## config.mk

```make
export PLATFORM = sky130hd
export DESIGN_NAME = divsqrt_issue
export DESIGN_NICKNAME = d
export VERILOG_FILES = /design/src/rtl/divsqrt_issue_pkg.sv /design/src/rtl/divsqrt_issue_wdog.sv /design/src/rtl/divsqrt_issue.sv
export SDC_FILE = /design/constraint.sdc
export NUM_CORES = 1
export LEC_CHECK = 0
export ABC_CLOCK_PERIOD_IN_PS = 2100
export CORE_AREA = 8 8 152 154
export CTS_BUF_LIST = sky130_fd_sc_hd__clkbuf_2
export DETAILED_ROUTE_END_ITERATION = 12
export DIE_AREA = 0 0 160 162
export PLACE_DENSITY = 0.76
export SYNTH_ARGS = -nofsm -noshare
export SYNTH_HDL_FRONTEND = slang
export SYNTH_SLANG_ARGS = --single-unit
```

## constraint.sdc

```tcl
create_clock -name clk -period 2.1 [get_ports clk]
set_clock_uncertainty 0.2 [all_clocks]
set_input_delay 0.21 -clock clk [delete_from_list [all_inputs] [get_ports clk]]
set_output_delay 0.21 -clock clk [all_outputs]
set_load 0.05 [all_outputs]
```

## src/rtl/divsqrt_issue_pkg.sv

```systemverilog
// Shared cvw package: issue-FSM state encoding and the held op-control bundle
// used by the divide/sqrt issue block.
package cvw;

   typedef enum logic [1:0] {
      IDLE  = 2'd0,
      ISSUE = 2'd1,
      WAIT  = 2'd2,
      RESP  = 2'd3
   } divState_t;

   typedef struct packed {
      logic       isInt;
      logic       isSqrt;
      logic       isW64;
      logic [2:0] funct3;
   } opCtl_t;

endpackage

```

## src/rtl/divsqrt_issue_wdog.sv

```systemverilog
// WAIT-state watchdog for divsqrt_issue; only built when DIVSQRT_ISSUE_TIMEOUT_EN
// is defined. Counts WAIT cycles and flags expiry on the TMO_CYCLES-th one.
module divsqrt_issue_wdog #(
   parameter int TMO_CYCLES = 128
) (
   input  logic clk,
   input  logic reset,
   input  logic clear,
   input  logic run,
   output logic expired
);

   localparam int CW = $clog2(TMO_CYCLES + 1);

   logic [CW-1:0] cnt;

   always_ff @(posedge clk or negedge reset) begin
      if (!reset)                  cnt <= '0;
      else if (clear)              cnt <= '0;
      else if (run && !expired)    cnt <= cnt + 1'b1;
   end

   // Fires during the last permitted WAIT cycle so the edge closing it leaves WAIT.
   assign expired = run && (cnt == CW'(TMO_CYCLES - 1));

endmodule

```

## src/rtl/divsqrt_issue.sv

```systemverilog
// Issue/response sequencer between a request port and a multi-cycle div/sqrt unit.
// Optional watchdog timeout enabled by defining DIVSQRT_ISSUE_TIMEOUT_EN.
//
// state | meaning
// IDLE  | ready for a request
// ISSUE | one-cycle start pulse to the divider
// WAIT  | divider running, waiting for div_done (or timeout)
// RESP  | response held until rsp_ready
module divsqrt_issue import cvw::*; #(
   parameter int XLEN       = 64,
   parameter int TMO_CYCLES = 128
) (
   input  logic            clk,
   input  logic            reset,
   input  logic            req_valid,
   output logic            req_ready,
   input  logic            req_int,
   input  logic            req_sqrt,
   input  logic            req_w64,
   input  logic [2:0]      req_funct3,
   input  logic [XLEN-1:0] req_a,
   input  logic [XLEN-1:0] req_b,
   output logic            start_f,
   output logic            start_i,
   output logic            op_int,
   output logic            op_sqrt,
   output logic            op_w64,
   output logic [2:0]      op_funct3,
   output logic [XLEN-1:0] op_a,
   output logic [XLEN-1:0] op_b,
   input  logic            div_busy,
   input  logic            div_done,
   input  logic [XLEN-1:0] div_result,
   input  logic            flush,
   output logic            rsp_valid,
   input  logic            rsp_ready,
   output logic [XLEN-1:0] rsp_result,
   output logic            rsp_err
);

   divState_t state, stateNext;
   opCtl_t    opCtl;
   logic      accept;
   logic      tmoHit;
   logic      waitEnd;

   if (TMO_CYCLES < 1) begin : gBadTmo
      $error("TMO_CYCLES must be at least 1");
   end

   assign accept  = (state == IDLE) && req_valid;
   assign waitEnd = (state == WAIT) && !flush && (div_done || tmoHit);

`ifdef DIVSQRT_ISSUE_TIMEOUT_EN
   divsqrt_issue_wdog #(.TMO_CYCLES(TMO_CYCLES)) uWdog (
      .clk     (clk),
      .reset   (reset),
      .clear   (state == ISSUE),
      .run     (state == WAIT),
      .expired (tmoHit)
   );

   always_ff @(posedge clk or negedge reset) begin
      if (!reset)       rsp_err <= 1'b0;
      else if (waitEnd) rsp_err <= !div_done;
   end
`else
   assign tmoHit  = 1'b0;
   assign rsp_err = 1'b0;
`endif

   always_comb begin
      stateNext = state;
      req_ready = 1'b0;
      start_f   = 1'b0;
      start_i   = 1'b0;
      rsp_valid = 1'b0;
      case (state)
         IDLE: begin
            req_ready = 1'b1;
            if (req_valid) stateNext = ISSUE;
         end
         ISSUE: begin
            if (flush) stateNext = IDLE;
            else begin
               start_i   = opCtl.isInt;
               start_f   = !opCtl.isInt;
               stateNext = WAIT;
            end
         end
         WAIT: begin
            if (flush)                    stateNext = IDLE;
            else if (div_done || tmoHit)  stateNext = RESP;
         end
         RESP: begin
            rsp_valid = 1'b1;
            if (rsp_ready) stateNext = IDLE;
         end
         default: stateNext = IDLE;
      endcase
   end

   always_ff @(posedge clk or negedge reset) begin
      if (!reset) begin
         state      <= IDLE;
         opCtl      <= '0;
         op_a       <= '0;
         op_b       <= '0;
         rsp_result <= '0;
      end else begin
         state <= stateNext;
         if (accept) begin
            opCtl <= '{isInt: req_int, isSqrt: req_sqrt, isW64: req_w64, funct3: req_funct3};
            op_a  <= req_a;
            op_b  <= req_b;
         end
         // A timeout returns an all-zero result alongside rsp_err.
         if (waitEnd) rsp_result <= div_done ? div_result : '0;
      end
   end

   assign op_int    = opCtl.isInt;
   assign op_sqrt   = opCtl.isSqrt;
   assign op_w64    = opCtl.isW64;
   assign op_funct3 = opCtl.funct3;

   aBusyInWait: assert property (@(posedge clk) disable iff (!reset)
      (state == WAIT) |-> div_busy);

endmodule

```

Word level (Yosys, flattened, before mapping)
Cells that the tools add are included.
{"block": "totals", "input_bits": 205, "ram_bits": 0, "ff_bits": 200, "latch_bits": 0, "rom_bits": 0, "output_inout_bits": 203, "n_memories": 0}
{"block": "op_classes", "bitwise": 0, "n_div": 0, "n_eq_ne": 6, "add_sub_neg": 0, "reduce_logical": 7, "n_shift": 0, "n_lt_le_gt_ge": 0, "mux": 13, "n_mul": 0}
{"op": "$mux W64", "n": 1}
{"op": "$mux W2", "n": 5}
{"op": "$pmux W2 S4", "n": 1}
{"op": "$mux W1", "n": 6}
{"op": "$eq A2 B2 Y1 const B", "n": 2}
{"op": "$ne A2 B2 Y1 const B", "n": 2}
{"op": "$logic_and A1 B1 Y1", "n": 3}
{"op": "$ne A3 B3 Y1 const B", "n": 1}
{"op": "$reduce_and A3 Y1", "n": 1}
{"op": "$eq A2 B1 Y1 const B", "n": 1}
{"op": "$logic_not A1 Y1", "n": 2}
{"op": "$logic_not A2 Y1", "n": 1}

Depth between registers and ports, before layout
{"block": "depth", "word_depth": 3, "depth_mapped": 6, "depth_no_buf": 2}

Least setup slack after synthesis
OpenSTA, ideal clock, no wires.
{"block": "synth_path", "path_type": "flip-flop to output port", "from": "reg opCtl, in the netlist op_int", "to": "out start_f", "path_slack_ns": -0.561, "path_buffers": 0, "arrival_ns": 2.251, "required_time_ns": 1.690, "stages_incl_launch_ff": 2, "path_cell_list": "dfrtp_1 > nor4b_1"}
{"block": "synth_via", "elab_chain_len": 3}
{"element": "from (decl)", "line": "divsqrt_issue.sv:42", "source": "opCtl_t opCtl;"}
{"element": "from (signal assigned)", "line": "divsqrt_issue.sv:113", "source": "opCtl <= '{isInt: req_int, isSqrt: req_sqrt, isW64: req_w64, funct3: req_funct3};"}
{"element": "$logic_not A1 Y1", "line": "divsqrt_issue.sv:87", "source": "start_f = !opCtl.isInt;"}
{"element": "$mux W1", "line": "divsqrt_issue.sv:84", "source": "if (flush) stateNext = IDLE;"}
{"element": "$mux W1", "line": "divsqrt_issue.sv:78", "source": "case (state)"}
{"element": "to (decl)", "line": "divsqrt_issue.sv:23", "source": "output logic start_f,"}
No other way between the ends.

Final worst setup path
{"block": "layout_path", "from": "reg state[1]", "to": "out start_f"}
{"block": "layout_via", "elab_chain_len": 2}
{"element": "from (decl)", "line": "divsqrt_issue.sv:41", "source": "divState_t state, stateNext;"}
{"element": "from (signal assigned)", "line": "divsqrt_issue.sv:111", "source": "state <= stateNext;"}
{"element": "$eq A2 B1 Y1", "line": "divsqrt_issue.sv:78"}
{"element": "$mux W1", "line": "divsqrt_issue.sv:78"}
No other way between the ends.

==> key figures <==
Status
  • Failing checks: negative setup slack
  • Status: complete, but fails checks

Route
  • Final WL: around 28 mm
  • TritonRoute pass-1 iters: 4
  • DRC: 0
  • Wirelength per Cell: 21.0 um
  • DR iter-0 viols: 206
  • Vias per cell: about 4.6
  • Vias: 6,193
  • ANT nets after route: 0

Placed design
  • DP Cell Count: 1,109
  • RePlAce Congestion: 0.759
  • Placed cell area: 12,000 um2
  • Port bufs: 405
  • HPWL Detailed: 18.0 mm

STA
  • Final WS setup: -0.132 ns
  • Fin Setup TNS: -0.320 ns
  • Final Setup Violations: 4
  • Slew Limit Fails: 0
  • Period minus WS final: 2.23 ns
  • Fin crit share: 106%
  • RSZ-0062 raised after global routing: yes
  • Final Hold Fails: 0
  • Peak Freq: 448 MHz

Global route
  • Initial antenna violation count: 3
  • Largest net degree at the start of global routing: 58
  • Grt ovf: 0
  • Global-route wire length before repair: 43.5 mm
  • Vias in the first global route: 7,421
  • GRT Util Overall: a little over a fifth

Final layout
  • Layout cells sized above 1: between 30% and 40%
  • Final core utilization: 69.9%
  • Fin cells: 1,352
  • Area Overhead vs Synth: 90.0%
  • Final nets: 1,267
  • Design area: 14,500 um2

Setup path
  • Setup Crit Path Kind: reg2out
  • Worst path arrival time: about 1.8 ns
  • Req. time, crit path: 1.69 ns
  • Flop2flop setup slack: 0.05 ns
  • CP max stage cell: dfrtp_2
  • Top delay family on crit path: flip-flops
  • Worst path depth: 4
  • Worst R2R Path Depth: 7
  • Setup crit end kind: output port
  • CP Max Fanout: 3
  • Crit path launch: state[1]$_DFFE_PN0P_
  • Crit path cell chain: buf_6, nor4b_4, buf_4, buf_12
  • CP bufs+invs: 3
  • R2r endpoint: op_a[55]$_DFFE_PN0P_
  • Worst setup SP type: register
  • CP max stage delay: between 0.4 and 0.5 ns
  • Worst Setup EP: start_f
  • Reg-to-Reg Start: state[1]$_DFFE_PN0P_

Clock tree
  • CTS buffer count: 17
  • Deepest clock path buffer count: 2
  • CTS tree: yes
  • Clock root buffer: clkbuf_2
  • CTS H-tree lvls: 4
  • Clock Latency Late Sink: 0.70 ns
  • Clock sinks: 200
  • Worst-path clk slew: 0.25 ns

Logic synthesis
  • Synth Cell Area: 7610 um2
  • Netlist cell types: 20
  • Sequential share of the synthesized area: 65.7%
  • Yosys reg bits: 200
  • Yosys warnings: 0
  • Post-Synthesis Cells: ~440
  • Synth Area per Inst: 17.5 um2
  • Syn Nets: 640

Power
  • Leak: approximately 6 nW
  • Sw frac: 51.8%
  • Peak VDD IR: 0.963 mV
  • NetSw: 12.2 mW
  • Combinational share of power: ~63%
  • Clk network pwr share: 7.7%
  • Sequential Power Share: between 20 and 30%
  • Internal Power: between 10 and 15 mW
  • Power Total: 23.5 mW
  • P per Cell Area: 1630 nW/um2

Floorplan
  • Chip Width: roughly 160 um
  • Die area: around 26,000 um2
  • Initial Util: 36.8%
  • Die H: roughly 160 um
  • # rows: 53
  • Core area: 20,700 um2
  • # IOs: 408

Run
  • Max-Cap Viols: 0

Min path
  • Hold Crit Class: in2reg
-- cell usage after synthesis, drive strengths merged --
cell type	number	area (um2)
mux2i	1	10.0
mux2	198	2230
nor4b	1	8.76
and4bb	1	12.5
dfrtp	200	5000
inv	1	3.75
conb	1	3.75
and2	1	6.26
buf	25	282
nor2	1	3.75
nor4bb	1	10.0
a21o	1	7.51
a311o	1	10.0
nor3b	2	20.0
-- worst min-delay path by stage --
stage / startpoint / end / slack, ns / cells after the start
after floorplan: reset / op_a[0]$_DFFE_PN0P_ / -0.29 / 0
after global placement: reset / rsp_result[0]$_DFFE_PN0P_ / -0.003 / 1
after detailed placement: reset / rsp_result[0]$_DFFE_PN0P_ / -0.0007 / 1
after CTS: flush / state[1]$_DFFE_PN0P_ / 0.02 / 4
after global routing: flush / state[1]$_DFFE_PN0P_ / 0.05 / 4
final: flush / state[1]$_DFFE_PN0P_ / 0.15 / 4
-- per-stage QoR --
stage,setup WS [ns],hold WS (ns)
4_1_cts,-0.262,0.0176
2_1_floorplan,-0.560,-0.286
3_3_place_gp,0.0649,-0.00340
6_report,-0.132,0.152
3_5_place_dp,0.0519,-0.000685
5_1_grt,-0.311,0.0540
-- sequential cells by signal (all words and copies together), names as in the netlist --
| signal | cells |
|---|---|
| op_funct3 | 3 |
| op_a | 64 |
| state | 2 |
| op_b | 64 |
| op_sqrt | 1 |
| rsp_result | 64 |
| op_w64 | 1 |
| op_int | 1 |
-- cells in the final DEF (no fill, tap or decap), types with 2 or more instances in the layout --
cell type	n
buf_12	12
buf_2	35
buf_4	10
buf_6	5
buf_8	2
clkbuf_2	19
clkdlybuf4s15_2	155
clkdlybuf4s18_2	8
clkdlybuf4s50_1	202
clkinvlp_4	6
dfrtp_1	198
dfrtp_2	2
diode_2	3
dlygate4sd3_1	201
inv_8	3
mux2_1	53
mux2_2	141
mux2_4	4
-- worst min-delay path, stage by stage --
cell and delay [ns]:
clkdlybuf4s50_1 0.47, buf_4 0.16, nor3b_1 0.06, a21o_1 0.16
-- final cells by class --
cell class	instances	area, um2
Fill cell	1351	6220
Antenna cell	3	7.51
Clock buffer	19	95.1
Inverter	1	3.75
Tap cell	275	344
Sequential cell	200	5010
Clock inverter	12	121
Multi-Input combinational cell	209	2380
Timing Repair Buffer	633	6500
-- power groups by stage --
stage,clock network [mW],logic (mW),registers [mW]
2_1_floorplan,0,2.80,13.6
3_3_place_gp,0,14.9,6.77
3_5_place_dp,0,14.9,6.89
4_1_cts,1.90,14.9,6.79
5_1_grt,2.04,15.3,7.15
6_report,1.80,14.8,6.90
-- logic make-up after synthesis --
logic type             after synthesis  synth area share (%)
AOI/OAI and AO/OA                    2                 0.230
buffers and inverters               26                  3.75
DFF                                200                  65.7
muxes                              199                  29.4
other                                1                0.0493
and+or+nand+nor                      7                 0.805
-- repair_timing --
action / CTS / global route
buffers inserted: 3 / 4
pin swaps: 1 / 2
gates cloned: 0 / 1
hold endpoints to repair: 400 / 0
resized for setup: 605 / 89
hold buffers: 202 / 0
endpoints found under the setup margin: 202 / 51
-- routing by layer --
metal  global-route usage (%)  share of wire [%]
met4                     7.43                2.4
met5                        0                  0
met3                     7.80                7.7
met1                     22.3                 36
met2                     39.7                 54
Note: power is estimated with default switching activity, not from simulation.
